### config.mk
export PLATFORM = sky130hd
export DESIGN_NAME = debounce_multi
export DESIGN_NICKNAME = d
export VERILOG_FILES = /design/src/rtl/debounce_multi.sv
export SDC_FILE = /design/constraint.sdc
export NUM_CORES = 1
export LEC_CHECK = 0
export ABC_AREA = 1
export CAP_MARGIN = 20
export CORE_MARGIN = 3
export CORE_UTILIZATION = 55
export CTS_BUF_LIST = sky130_fd_sc_hd__clkbuf_8
export DETAILED_ROUTE_END_ITERATION = 12
export GPL_TIMING_DRIVEN = 0
export PLACE_DENSITY_LB_ADDON = 0.25
export RECOVER_POWER = 25
export SETUP_SLACK_MARGIN = 0.2
export SLEW_MARGIN = 20
export SYNTH_ARGS = -nofsm -noshare
export SYNTH_HDL_FRONTEND = slang
export SYNTH_SLANG_ARGS = --single-unit
### constraint.sdc
create_clock -name clk_i -period 2.6 [get_ports clk_i]
set_input_delay 0.52 -clock clk_i [delete_from_list [all_inputs] [get_ports clk_i]]
set_output_delay 0.52 -clock clk_i [all_outputs]
set_load 0.02 [all_outputs]
### src/rtl/debounce_multi.sv
`default_nettype none
// ============================================================================
//  Module      : debounce_multi
//  Description : N-channel switch debouncer. Each channel has its own
//                synchroniser, stability counter and 4-state FSM, and produces
//                a debounced level plus registered rise/fall ticks. An
//                aggregate any-event tick ORs all per-channel ticks together.
//  Revision    : 1.0  initial multi-channel release
// ----------------------------------------------------------------------------
//  Ports
//    clk_i       in   1     system clock, rising edge
//    rst_i       in   1     asynchronous reset, active-high
//    en_i        in   1     1: FSMs/counters advance, 0: hold, ticks forced 0
//    sw_i        in   N_CH  raw asynchronous switch inputs
//    db_level_o  out  N_CH  debounced level per channel
//    db_tick_o   out  N_CH  one-cycle pulse on debounced 0->1
//    db_fall_o   out  N_CH  one-cycle pulse on debounced 1->0
//    db_any_o    out  1     OR of all db_tick_o and db_fall_o bits
// ============================================================================
module debounce_multi #(
    parameter int N_CH          = 4,
    parameter int STABLE_CYCLES = 20,
    parameter int SYNC_STAGES   = 2,
    parameter int INIT_LEVEL    = 0
) (
    input  logic            clk_i,
    input  logic            rst_i,
    input  logic            en_i,
    input  logic [N_CH-1:0] sw_i,
    output logic [N_CH-1:0] db_level_o,
    output logic [N_CH-1:0] db_tick_o,
    output logic [N_CH-1:0] db_fall_o,
    output logic            db_any_o
);

    localparam int CNT_W = (STABLE_CYCLES > 1) ? $clog2(STABLE_CYCLES) : 1;
    localparam logic [CNT_W-1:0] c_cnt_max  = CNT_W'(STABLE_CYCLES - 1);
    localparam logic             c_init_bit = (INIT_LEVEL != 0);

    typedef enum logic [1:0] {
        ST_ZERO  = 2'd0,
        ST_WAIT1 = 2'd1,
        ST_ONE   = 2'd2,
        ST_WAIT0 = 2'd3
    } state_t;

    localparam state_t c_rst_state = c_init_bit ? ST_ONE : ST_ZERO;

    for (genvar c = 0; c < N_CH; c++) begin : g_ch
        logic [SYNC_STAGES-1:0] sync_q;
        logic                   w_sync;
        state_t                 state_q, state_d;
        logic [CNT_W-1:0]       cnt_q, cnt_d;
        logic                   rise_q, rise_d;
        logic                   fall_q, fall_d;

        // Synchroniser runs regardless of en_i so the FSM always sees a fresh
        // sample when it is re-enabled.
        always_ff @(posedge clk_i or posedge rst_i) begin
            if (rst_i) begin
                sync_q <= {SYNC_STAGES{c_init_bit}};
            end else begin
                sync_q <= {sync_q[SYNC_STAGES-2:0], sw_i[c]};
            end
        end

        assign w_sync = sync_q[SYNC_STAGES-1];

        always_ff @(posedge clk_i or posedge rst_i) begin
            if (rst_i) begin
                state_q <= c_rst_state;
                cnt_q   <= '0;
                rise_q  <= 1'b0;
                fall_q  <= 1'b0;
            end else begin
                state_q <= state_d;
                cnt_q   <= cnt_d;
                rise_q  <= rise_d;
                fall_q  <= fall_d;
            end
        end

        // The counter only increments while below c_cnt_max, so it can never
        // wrap; reaching c_cnt_max with the input still stable commits the
        // new level and fires the tick in the same cycle.
        always_comb begin
            state_d = state_q;
            cnt_d   = cnt_q;
            rise_d  = 1'b0;
            fall_d  = 1'b0;
            if (en_i) begin
                case (state_q)
                    ST_ZERO: begin
                        if (w_sync) begin
                            state_d = ST_WAIT1;
                            cnt_d   = '0;
                        end
                    end
                    ST_WAIT1: begin
                        if (!w_sync) begin
                            state_d = ST_ZERO;
                        end else if (cnt_q == c_cnt_max) begin
                            state_d = ST_ONE;
                            rise_d  = 1'b1;
                        end else begin
                            cnt_d = cnt_q + CNT_W'(1);
                        end
                    end
                    ST_ONE: begin
                        if (!w_sync) begin
                            state_d = ST_WAIT0;
                            cnt_d   = '0;
                        end
                    end
                    ST_WAIT0: begin
                        if (w_sync) begin
                            state_d = ST_ONE;
                        end else if (cnt_q == c_cnt_max) begin
                            state_d = ST_ZERO;
                            fall_d  = 1'b1;
                        end else begin
                            cnt_d = cnt_q + CNT_W'(1);
                        end
                    end
                    default: begin
                        state_d = c_rst_state;
                        cnt_d   = '0;
                    end
                endcase
            end
        end

        // Level decoded straight from the state register: glitch-free.
        assign db_level_o[c] = (state_q == ST_ONE) || (state_q == ST_WAIT0);
        assign db_tick_o[c]  = rise_q;
        assign db_fall_o[c]  = fall_q;
    end : g_ch

    assign db_any_o = |{db_tick_o, db_fall_o};

endmodule
`default_nettype wire

* Word-level counts from Yosys, hierarchy flattened
Index checks and enable logic that the tools add are counted.
** Word-level totals
- Bits of input ports :: 7
- Latch bits :: 0
- Memories kept :: 0
- Memory bits (writable) :: 0
- Register bits :: 44
- Bits in read-only memories :: 0
** Cells by class
- Shift-type cells :: 0
- Divide/modulo/power cells :: 0
- Bitwise logic cells :: 0
- Eq/ne operators :: 40
- Multiply operators :: 0
- Magnitude comparators :: 0
- Multiplexer cells :: 80
- Reductions and logical operators :: 17
- Add/sub/neg operators :: 4
** Operators by type and width (number)
- $mux 5 :: 20
- $pmux 5 s4 :: 4
- $mux 2 :: 24
- $reduce_and 5->1 :: 8
- $ne 2x2->1 const B :: 16
- $pmux 2 s4 :: 4
- $mux 1 :: 28
- $ne 3x3->1 const B :: 8
- $add 5x1->5 const B :: 4
- $eq 5x5->1 const B :: 4
- $eq 2x2->1 const B :: 8
- $eq 2x1->1 const B :: 4
- $logic_not 2->1 :: 4
- $reduce_or 8->1 :: 1
- $logic_or 1x1->1 :: 4

* Depth between registers and ports, before layout
Gate-level depths: netlist of run 1.
- Depth in word-level cells :: 5
- Mapped depth :: 10
- Gate-level depth less buffers :: 10

* Worst setup path after synthesis of run 1
OpenSTA, ideal clock, no wires.
- Path kind :: register -> output
- From :: register g_ch[0].fall_q
- To :: output db_any_o
- Stages on the path, launching flop included :: 3
- Data required time :: 2.080 ns
- Path slack :: 1.296 ns
- Buffers on the path :: 0
- Arrival time :: 0.784 ns
- Path through :: dfrtp_1 nor4_1 nand2_1
** Between the ends
- Word-level cells in the longest chain between the ends :: 1
** RTL lines
- start, declared :: line 55 : logic fall_q, fall_d;
- start signal, assigned :: line 79 : fall_q <= fall_d;
- $reduce_or 8->1 :: line 139 : assign db_any_o = |{db_tick_o, db_fall_o};
- end, declared :: line 33 : output logic db_any_o
Every way passes these cells.

* Worst setup path after layout of run 1
Same ends and word-level chain as after synthesis.

==> summary.md, run 1 <==
| Metric | Value |
|---|---|
| Prevailing post-synth register cell | `sky130_fd_sc_hd__dfrtp_1` |
| Number of global-route vias before repair | `1,710` |
| Post-placement worst setup slack | `0.7523 ns` |
| Detail Placement HPWL | `2887 um` |
| EDFF count, synth | `0` |
| Area growth, synth to finish | `13.71%` |
| Worst rel slew slack | `51.68%` |
| Crit. End Element | `primary output` |
| Setup Skew | `0.004898 ns` |
| Critical path type | `register to primary output` |
| Total global routing track utilization | `17.45%` |
| Hold Fails Final Rpt | `0` |
| Data required time at the worst endpoint | `2.08 ns` |
| Setup TNS after final layout | `0 ns` |
| Global-route congestion overflow total | `0` |
| Worst Reg-to-Reg Cells | `6` |
| CTS H-Tree Depth | `2` |
| Average routed wire per standard cell | `10.45 um` |
| Total power divided by cell area | `779.6 nW/um^2` |
| Antenna violations before repair | `0` |
| Pin count of the biggest net entering global routing | `32` |
| Core ar. | `4086 um^2` |
| Status | `completed` |
| Iteration-0 DRC count of the detailed router | `95` |
| Drt pass-1 iters | `4` |
| # setup viols final | `0` |
| Worst-case clock buffer depth | `2` |
| RSZ-0062 raised after global routing | `no` |
| Hold path depth | `0` |
| Insertion delay of the later-clocked pin in the worst-skew pair | `0.30 ns` |
| # resized after CTS | `0` |
| Total of flip-flops plus latches after synthesis | `44` |
| Clock sink count | `44` |
| Post-detailed-route via-to-cell ratio | `5.000` |
| Final worst path period share | `81.91%` |
| Initial standard-cell utilization of the core | `58.08%` |
| DRC errors left | `0` |
| Root buf cell | `sky130_fd_sc_hd__clkbuf_8` |
| Number of buffers added on ports | `18` |
| Net Count, Synth | `302` |
| Number of hold buffers added after cts | `0` |
| Number of pins exceeding their max-slew limit in the final report | `0` |
| Post-synth ARST share | `100.0%` |
| Min-Delay Path Class | `register to register` |
| Startpoint type of the worst setup path | `register` |
| Syn Std Cell Area | `2374 um^2` |
| Via count | `1,835` |
| Post-route non-filler standard cell count | `367` |
| Count of warnings emitted by yosys | `0` |
| Count of antenna-violating nets left after detailed routing | `0` |
| Cts bufs inserted | `5` |
| Number of max-cap violations | `0` |
| Number of cell rows | `23` |
| Count of different cell masters after synthesis | `27` |
| Final Net Count | `328` |
| Setup bufs post-CTS | `0` |
| CTS tree | `yes` |
| Maximum ir drop on the vdd rail | `0.0004183 V` |
| Final estimated routing congestion in global placement | `0.7887` |
| Top cells by area, synth | `sky130_fd_sc_hd__dfrtp_1, sky130_fd_sc_hd__nand2_1, sky130_fd_sc_hd__nand3_1, sky130_fd_sc_hd__inv_1, sky130_fd_sc_hd__xor2_1` |
| Max FO, Critical Path | `2` |
| Cell type with the highest aggregate area in the netlist | `sky130_fd_sc_hd__dfrtp_1` |
| Fillers | `367` |
| Minimum setup slack in the final design | `0.4703 ns` |
| Post-synthesis area per instance | `8.156 um^2` |
| Most frequent cells after synthesis | `sky130_fd_sc_hd__nand2_1, sky130_fd_sc_hd__dfrtp_1, sky130_fd_sc_hd__nand3_1, sky130_fd_sc_hd__inv_1, sky130_fd_sc_hd__nor2_1` |
| Transition time at the pin with the least slew margin | `0.7247 ns` |
| Worst EP arrival | `1.61 ns` |
| Post-Place Cells | `360` |
| Maximum clock frequency | `469.6 MHz` |
| # IOs | `20` |
| Share of post-route cells with drive strength above 1 | `15.46%` |
| Sequential fraction of the synthesis area | `46.39%` |
| Clock slew at reported path FFs | `0.08 ns` |
| Leading cell type by number of instances after synthesis | `sky130_fd_sc_hd__nand2_1` |
| Total Die Area | `5139 um^2` |
| Setup slack on the worst flop-to-flop path | `1.23 ns` |
| Die X-Extent | `71.69 um` |
| Reported leakage power | `0.001327 uW` |
| DIE HEIGHT | `71.69 um` |
| N_diodes | `0` |
| Post-synthesis cell count | `291` |
| Final wirelength | `3834 um` |
| Time the worst path needs with I/O delays and setup | `2.130 ns` |
| Area share of the leading cell type in the synthesized netlist | `46.39%` |
| Global-route wire length before repair | `7127 um` |
metrics by stage:
stage / hold WS [ns] / cell area [um^2] / util, % / power, uW
floorplan: 0.3312 / 2374 / - / 1540
global placement: 0.3327 / 2616 / 64.02 / 1704
detailed placement: 0.3355 / 2636 / 64.51 / 1732
CTS: 0.3534 / 2714 / 66.41 / 2138
global route: 0.3644 / 2699 / 66.04 / 2293
finish: 0.3513 / 2699 / 66.04 / 2104
where the power goes:
part	internal [uW]	switching, uW
sequential	810	126
clock	179	216
combinational	314	459
total	1300	802
layout by cell type (no fill, tap or decap), types with 6 or more instances in the layout:
master	n
sky130_fd_sc_hd__nand2_1	89
sky130_fd_sc_hd__dfrtp_1	44
sky130_fd_sc_hd__nand3_1	25
sky130_fd_sc_hd__inv_1	24
sky130_fd_sc_hd__nor2_1	17
sky130_fd_sc_hd__clkdlybuf4s50_1	13
sky130_fd_sc_hd__o21ai_0	10
sky130_fd_sc_hd__buf_4	9
sky130_fd_sc_hd__xor2_1	8
sky130_fd_sc_hd__inv_2	7
sky130_fd_sc_hd__nand4_1	7
sky130_fd_sc_hd__nor3_1	6
layer usage:
layer	global-route usage, %	vias up	part of all wire, %
met5	0	-	0
met1	23.20	836	49
met2	27.86	26	47
li1	-	969	-
met4	5.637	0	1.2
met3	4.628	4	3.4
cell type report:
class	count	area, um^2	area share, %
clock inverters	2	8.758	0.3245
clock buffers	5	68.82	2.550
repair buffers	19	185.2	6.861
flip-flops and latches	44	1101	40.80
multi-input cells	200	1032	38.25
plain buffers	17	127.6	4.729
well taps	50	62.56	2.318
inverters	30	112.6	4.172
flip-flops by register name, indices dropped and copies added, names as in the netlist, named ones only:
signal	flops
g_ch.fall_q	4
g_ch.cnt_q	20
g_ch.state_q	4
g_ch.sync_q	8
g_ch.rise_q	4
critical path, stage by stage (launching register included):
cell and delay, ns:
sky130_fd_sc_hd__dfrtp_1 0.39, sky130_fd_sc_hd__nor4_1 0.27, sky130_fd_sc_hd__nand2_1 0.10, sky130_fd_sc_hd__clkdlybuf4s50_1 0.55
worst paths after layout:
kind                              startpoint           endpoint
max reg2reg                 g_ch[1].cnt_q[0]   g_ch[1].cnt_q[4]
min reg2reg                g_ch[3].sync_q[0]  g_ch[3].sync_q[1]
max in group asynchronous              rst_i   g_ch[3].cnt_q[2]
max                           g_ch[0].fall_q           db_any_o
min                        g_ch[3].sync_q[0]  g_ch[3].sync_q[1]
min in group asynchronous              rst_i  g_ch[0].sync_q[1]
cells by family (layout without fill, tap and decap cells):
logic type | Yosys count | after routing | share of synthesized area, %
and+or+nand+nor | 167 | 167 | 33.37
buffers and inverters | 47 | 73 | 10.12
DFF | 44 | 44 | 46.39
AOI/OAI and AO/OA | 21 | 21 | 5.061
xor gates and xnor gates | 8 | 8 | 2.952
adders and majority gates | 4 | 4 | 2.109
No activity file was read; power rests on OpenSTA's default activity.
==> run 2: changes to the inputs <==
Clock period 2.6 ns to 2 ns, I/O delays scaled along.
==> run 2 against run 1 <==
Compared with the run above:
- highest routed layer unchanged
- largest cell class unchanged
- count of clock-buffer cells in the layout unchanged
- total power up 29%
- hold slack is essentially flat
- flip-flop and latch count stayed put
==> summary.md, run 2 (synthesis results as in run 1) <==
| Metric | Value |
|---|---|
| Status | `completed` |
| Final estimated routing congestion in global placement | `0.7887 (unchanged)` |
| Share of post-route cells with drive strength above 1 | `16.09% (+0.63 points)` |
| Setup Skew | `0.004808 ns (-0.00008959 ns)` |
| Detail Placement HPWL | `2887 um (unchanged)` |
| Setup TNS after final layout | `0 ns (unchanged)` |
| CTS H-Tree Depth | `2 (unchanged)` |
| Final worst path period share | `88.51%` |
| Min-Delay Startpoint | `g_ch[3].sync_q[0]` |
| Number of buffers added on ports | `18 (unchanged)` |
| N_diodes | `0 (unchanged)` |
| # setup viols final | `0 (unchanged)` |
| Pin count of the biggest net entering global routing | `32 (unchanged)` |
| Count of antenna-violating nets left after detailed routing | `0 (unchanged)` |
| Global-route wire length before repair | `7127 um (unchanged)` |
| Average routed wire per standard cell | `10.54 um (+0.86%)` |
| Top Registers | `g_ch.cnt_q x20, g_ch.sync_q x8` |
| Reported leakage power | `0.001364 uW (+2.8%)` |
| Register with the most flip-flops | `g_ch.cnt_q` |
| Maximum ir drop on the vdd rail | `0.0005308 V (+27%)` |
| Global-route congestion overflow total | `0 (unchanged)` |
| Antenna violations before repair | `0 (unchanged)` |
| Worst-case clock buffer depth | `2 (unchanged)` |
| CTS tree | `yes` |
| DIE HEIGHT | `71.69 um (unchanged)` |
| End of the worst hold path | `g_ch[3].sync_q[1]` |
| Total Die Area | `5139 um^2 (unchanged)` |
| Worst rel slew slack | `61.48% (+9.8 points)` |
| Max FFs per register | `20 (unchanged)` |
| Total power divided by cell area | `999.4 nW/um^2 (+28%)` |
| # IOs | `20 (unchanged)` |
| Die X-Extent | `71.69 um (unchanged)` |
| Min-Delay Path Class | `register to register` |
| Root buf cell | `sky130_fd_sc_hd__clkbuf_8` |
| DRC errors left | `0 (unchanged)` |
| Hold WS | `0.3512 ns (-0.00007700 ns)` |
| Post-detailed-route via-to-cell ratio | `5.003 (about the same)` |
| Critical path type | `register to primary output` |
| CP startpoint | `g_ch[1].fall_q` |
| Iteration-0 DRC count of the detailed router | `95 (unchanged)` |
| Startpoint of the worst-slack reg-to-reg timing path | `g_ch[1].cnt_q[0]` |
| # resized after CTS | `5 (+5)` |
| Worst EP arrival | `1.37 ns (-0.24 ns)` |
| Post-route non-filler standard cell count | `367 (unchanged)` |
| Core ar. | `4086 um^2 (unchanged)` |
| Hold path depth | `0 (unchanged)` |
| Post-Place Cells | `360 (unchanged)` |
| Cts bufs inserted | `5 (unchanged)` |
| Met1 usage | `23.20% (unchanged)` |
| Crit. End Element | `primary output` |
| Time the worst path needs with I/O delays and setup | `1.770 ns` |
| Clock slew at reported path FFs | `0.08 ns (about the same)` |
| Number of pins exceeding their max-slew limit in the final report | `0 (unchanged)` |
| Max FO, Critical Path | `2 (unchanged)` |
| Most frequent cells in the layout | `sky130_fd_sc_hd__nand2_1, sky130_fd_sc_hd__dfrtp_1, sky130_fd_sc_hd__nand3_1` |
| Setup slack on the worst flop-to-flop path | `0.63 ns (-0.60 ns)` |
| Number of max-cap violations | `0 (unchanged)` |
| Number of global-route vias before repair | `1,710 (unchanged)` |
| Post-route design area | `2713 um^2 (+0.51%)` |
| Via count | `1,836 (+0.054%)` |
| RSZ-0062 raised after global routing | `yes` |
| Clock sink count | `44 (unchanged)` |
| Dpl cell area | `2636 um^2 (unchanged)` |
| Total global routing track utilization | `17.45% (unchanged)` |
| Final wirelength | `3867 um (+0.86%)` |
| Startpoint type of the worst setup path | `register` |
| Final Net Count | `328 (unchanged)` |
| Endpoint of the worst-slack reg-to-reg timing path | `g_ch[1].cnt_q[4]` |
| Insertion delay of the later-clocked pin in the worst-skew pair | `0.29 ns (about the same)` |
| Met3 GRT Util | `4.628% (unchanged)` |
| Hold Fails Final Rpt | `0 (unchanged)` |
| Transition time at the pin with the least slew margin | `0.5772 ns (-0.1475 ns)` |
| Data required time at the worst endpoint | `1.60 ns (-0.48 ns)` |
| Setup bufs post-CTS | `0 (unchanged)` |
| Drt pass-1 iters | `4 (unchanged)` |
| Initial standard-cell utilization of the core | `58.08% (unchanged)` |
| Top Usage Layer GRT | `met2` |
| Fraction of met2 tracks used by global routing | `27.86% (unchanged)` |
| Number of hold buffers added after cts | `0 (unchanged)` |
| Maximum clock frequency | `564.9 MHz` |
| Number of cell rows | `23 (unchanged)` |
| Worst Reg-to-Reg Cells | `6 (unchanged)` |
| Commonest non-fill, non-tap cell in the layout | `sky130_fd_sc_hd__nand2_1` |
| Area growth, synth to finish | `14.29%` |
==> run 2: changes by cell type in the layout (fill, tap and decap cells not counted), sizes merged <==
cell,change
buf,+1
dlymetal6s2s,+1
dlygate4sd2,+4
clkdlybuf4s50,-6
==> run 2: power by group <==
group | leakage (uW) | switching [uW] | internal [uW]
clock | 0.0000452 | 281 | 232
sequential | 0.000578 | 164 | 1050
combinational | 0.000741 | 596 | 385
total | 0.00136 | 1040 | 1670
==> run 2: worst max path at each step <==
stage / end / cells after the start / slack (ns)
floorplan: async pin / 1 / 0.57
global placement: g_ch[3].cnt_q[2] / 2 / -0.32
detailed placement: db_any_o / 3 / 0.27
CTS: db_any_o / 3 / 0.17
global route: db_fall_o[0] / 2 / 0.18
finish: db_fall_o[1] / 2 / 0.23
==> run 2: final cells by class <==
type                    count  area, um^2
flip-flops and latches     44        1101
clock inverters             2       8.758
multi-input cells         200        1039
repair buffers             19       192.7
inverters                  30       112.6
well taps                  50       62.56
clock buffers               5       68.82
plain buffers              17       127.6
fillers                   359        1374
==> run 2: stage by stage <==
step                util, %  power [uW]  worst slack [ns]
finish                66.38        2711            0.2298
detailed placement    64.51        2252            0.2723
floorplan                 -        2002            0.5689
CTS                   66.26        2751            0.1659
global route          66.38        2958            0.1846
global placement      64.02        2215           -0.3156
==> run 2: routing by layer <==
metal | up-vias | wire (um)
met5 | - | 0
met4 | 0 | 46
met1 | 836 | 1834
met2 | 26 | 1832
li1 | 970 | -
met3 | 4 | 154
==> run 2: critical path, cell delays in order (launching register included) <==
cell	delay (ns)
sky130_fd_sc_hd__dfrtp_1	0.38
sky130_fd_sc_hd__buf_4	0.11
sky130_fd_sc_hd__clkdlybuf4s50_1	0.59
==> run 3: changes to the inputs <==
Settings changed: CORE_UTILIZATION 55 to 54.
Clock period 2 ns to 1.5 ns, I/O delays scaled along.
==> run 3 against run 2 <==
Compared with the run above:
- clock power grew 73%
- critical path depth grew 1
- hold slack lost 0.051 ns
- non-clock buffer count grew 14
- global-route usage grew 0.58 points
- clock skew grew 0.0014 ns
- register-to-register slack lost 0.52 ns
- combinational power grew 78%
- die area grew 1.7%
- sequential share of layout area shrank 2.9 points
- worst setup slack lost 0.23 ns
- critical path type unchanged
- critical endpoint is now db_any_o
- highest routed layer unchanged
==> summary.md, run 3 (synthesis results as in run 1) <==
| Metric | Value |
|---|---|
| Post-detailed-route via-to-cell ratio | `5.070 (+1.4%)` |
| Endpoint of the worst-slack reg-to-reg timing path | `g_ch[1].cnt_q[2]` |
| Die X-Extent | `72.30 um (+0.84%)` |
| Maximum clock frequency | `668.5 MHz` |
| N_diodes | `0 (unchanged)` |
| Critical path type | `register to primary output` |
| Number of buffers added on ports | `18 (unchanged)` |
| Worst Reg-to-Reg Cells | `6 (unchanged)` |
| Total global routing track utilization | `18.03% (+0.58 points)` |
| CTS H-Tree Depth | `2 (unchanged)` |
| Worst rel slew slack | `38.10% (-23 points)` |
| Number of global-route vias before repair | `1,695 (-0.88%)` |
| Iteration-0 DRC count of the detailed router | `95 (unchanged)` |
| Drt pass-1 iters | `4 (unchanged)` |
| Data required time at the worst endpoint | `1.20 ns (-0.40 ns)` |
| Global-route congestion overflow total | `0 (unchanged)` |
| Core utilization of the finished layout | `71.09% (+4.7 points)` |
| Initial standard-cell utilization of the core | `57.68% (-0.41 points)` |
| Setup Skew | `0.006203 ns (+0.001395 ns)` |
| Average routed wire per standard cell | `11.96 um (+13%)` |
| Clock slew at reported path FFs | `0.08 ns (about the same)` |
| Final worst path period share | `99.73%` |
| Total Die Area | `5227 um^2 (+1.7%)` |
| RSZ-0062 raised after global routing | `yes` |
| Min-Delay Path Class | `input pin to register` |
| Count of antenna-violating nets left after detailed routing | `0 (unchanged)` |
| Overall Power | `4219 uW (+56%)` |
| Status | `completed` |
| # setup viols final | `0 (unchanged)` |
| CP startpoint | `g_ch[1].rise_q` |
| Worst-case clock buffer depth | `2 (unchanged)` |
| Startpoint type of the worst setup path | `register` |
| CTS tree | `yes` |
| Share of post-route cells with drive strength above 1 | `31.83% (+16 points)` |
| Startpoint of the worst-slack reg-to-reg timing path | `g_ch[1].cnt_q[1]` |
| Fillers | `318 (-11%)` |
| Max FFs per register | `20 (unchanged)` |
| Time the worst path needs with I/O delays and setup | `1.496 ns` |
| Final estimated routing congestion in global placement | `0.8206 (+4.0%)` |
| Setup slack on the worst flop-to-flop path | `0.11 ns (-0.52 ns)` |
| Most frequent cells in the layout | `sky130_fd_sc_hd__nand2_1, sky130_fd_sc_hd__dfrtp_1, sky130_fd_sc_hd__buf_4` |
| Maximum ir drop on the vdd rail | `0.0008011 V (+51%)` |
| Top Registers | `g_ch.cnt_q x20, g_ch.sync_q x8` |
| Global-route wire length before repair | `7479 um (+4.9%)` |
| Antenna violations before repair | `0 (unchanged)` |
| Final wirelength | `4580 um (+18%)` |
| Worst EP arrival | `1.20 ns (-0.17 ns)` |
| Register with the most flip-flops | `g_ch.cnt_q` |
| Endpoint of the most critical setup path | `db_any_o` |
| Number of cell rows | `23 (unchanged)` |
| Final Net Count | `343 (+4.6%)` |
| Detail Placement HPWL | `2766 um (-4.2%)` |
| Area growth, synth to finish | `23.25%` |
| Post-route design area | `2925 um^2 (+7.8%)` |
| # IOs | `20 (unchanged)` |
| Crit. End Element | `primary output` |
| Reported leakage power | `0.001439 uW (+5.5%)` |
| Pin count of the biggest net entering global routing | `45 (+41%)` |
| Commonest non-fill, non-tap cell in the layout | `sky130_fd_sc_hd__nand2_1` |
| Root buf cell | `sky130_fd_sc_hd__clkbuf_8` |
| Via count | `1,942 (+5.8%)` |
| Cts bufs inserted | `5 (unchanged)` |
| Number of pins exceeding their max-slew limit in the final report | `0 (unchanged)` |
| Number of max-cap violations | `0 (unchanged)` |
| Transition time at the pin with the least slew margin | `0.9265 ns (+0.3493 ns)` |
| Hold Fails Final Rpt | `0 (unchanged)` |
| Insertion delay of the later-clocked pin in the worst-skew pair | `0.30 ns (about the same)` |
| DRC errors left | `0 (unchanged)` |
| Total power divided by cell area | `1442 nW/um^2 (+44%)` |
| DIE HEIGHT | `72.30 um (+0.84%)` |
| Core ar. | `4115 um^2 (+0.70%)` |
| Clock sink count | `44 (unchanged)` |
| Max FO, Critical Path | `2 (unchanged)` |
| Dpl cell area | `2620 um^2 (-0.62%)` |
[run 3: cell types whose count changed in the layout (fill, tap and decap cells not counted), moves of 4 or more]
cell	change
sky130_fd_sc_hd__buf_2	+10
sky130_fd_sc_hd__buf_4	+14
sky130_fd_sc_hd__clkdlybuf4s50_1	-7
sky130_fd_sc_hd__dlygate4sd2_1	-4
sky130_fd_sc_hd__inv_1	-4
sky130_fd_sc_hd__nand2_1	-12
sky130_fd_sc_hd__nand2_2	+11
sky130_fd_sc_hd__nand3_1	-7
sky130_fd_sc_hd__nand3_2	+4
sky130_fd_sc_hd__o21ai_0	-4
[run 3: per-stage QoR]
step	hold WS (ns)	setup TNS (ns)	setup slack, ns	std cells
global placement	0.3325	-0.05670	-0.05670	359
floorplan	0.3042	0	0.2814	291
detailed placement	0.3379	-0.07204	-0.07204	359
global route	0.3014	-0.05697	-0.05697	383
finish	0.3000	0	0.004077	383
CTS	0.2956	-0.01174	-0.01174	375
[run 3: area by class of cell]
| class | instances | area, um^2 | area share (%) |
|---|---|---|---|
| repair buffers | 33 | 242.7 | 8.298 |
| plain buffers | 17 | 127.6 | 4.363 |
| inverters | 30 | 121.4 | 4.149 |
| multi-input cells | 201 | 1161 | 39.69 |
| clock buffers | 5 | 68.82 | 2.352 |
| well taps | 50 | 62.56 | 2.139 |
| flip-flops and latches | 44 | 1102 | 37.68 |
| clock inverters | 3 | 38.79 | 1.326 |
[run 3: what timing repair did]
action / 4_1_cts / 5_1_grt
cloned: 1 / 0
pin swaps: 6 / 18
hold buffers: 0 / 0
endpoints found under the hold margin: 0 / 0
gates resized for setup: 58 / 47
buffers inserted: 7 / 8
setup endpoints to repair: 29 / 29
[run 3: routing by layer]
layer  routed length, um  vias to the layer above  part of all wire, %  global-route usage, %
met1                2225                      892                   49                  25.92
met2                2118                       36                   46                  26.49
met5                   0                        -                    0                      0
met3                 182                        5                  4.0                  4.294
met4                  53                        0                  1.2                  6.681
li1                    -                     1009                    -                      -
[run 3: power breakdown]
| group | internal [uW] | switching, uW |
|---|---|---|
| registers | 1410 | 173 |
| clock network | 488 | 401 |
| logic | 704 | 1050 |
[run 3: worst min path at each step]
stage | slack, ns | depth (start not counted) | to | startpoint
detailed placement | 0.34 | 0 | g_ch[3].sync_q[1] | g_ch[3].sync_q[0]
CTS | 0.30 | 3 | g_ch[3].state_q[0] | en_i
floorplan | 0.30 | 1 | async pin | rst_i
global route | 0.30 | 3 | g_ch[3].state_q[0] | en_i
global placement | 0.33 | 0 | g_ch[3].sync_q[1] | g_ch[3].sync_q[0]
finish | 0.30 | 3 | g_ch[3].state_q[0] | en_i
[run 3: critical path: stages, from the launching register on]
cell	delay, ns
sky130_fd_sc_hd__dfrtp_1	0.38
sky130_fd_sc_hd__nor4_1	0.27
sky130_fd_sc_hd__nand2_1	0.10
sky130_fd_sc_hd__buf_6	0.14
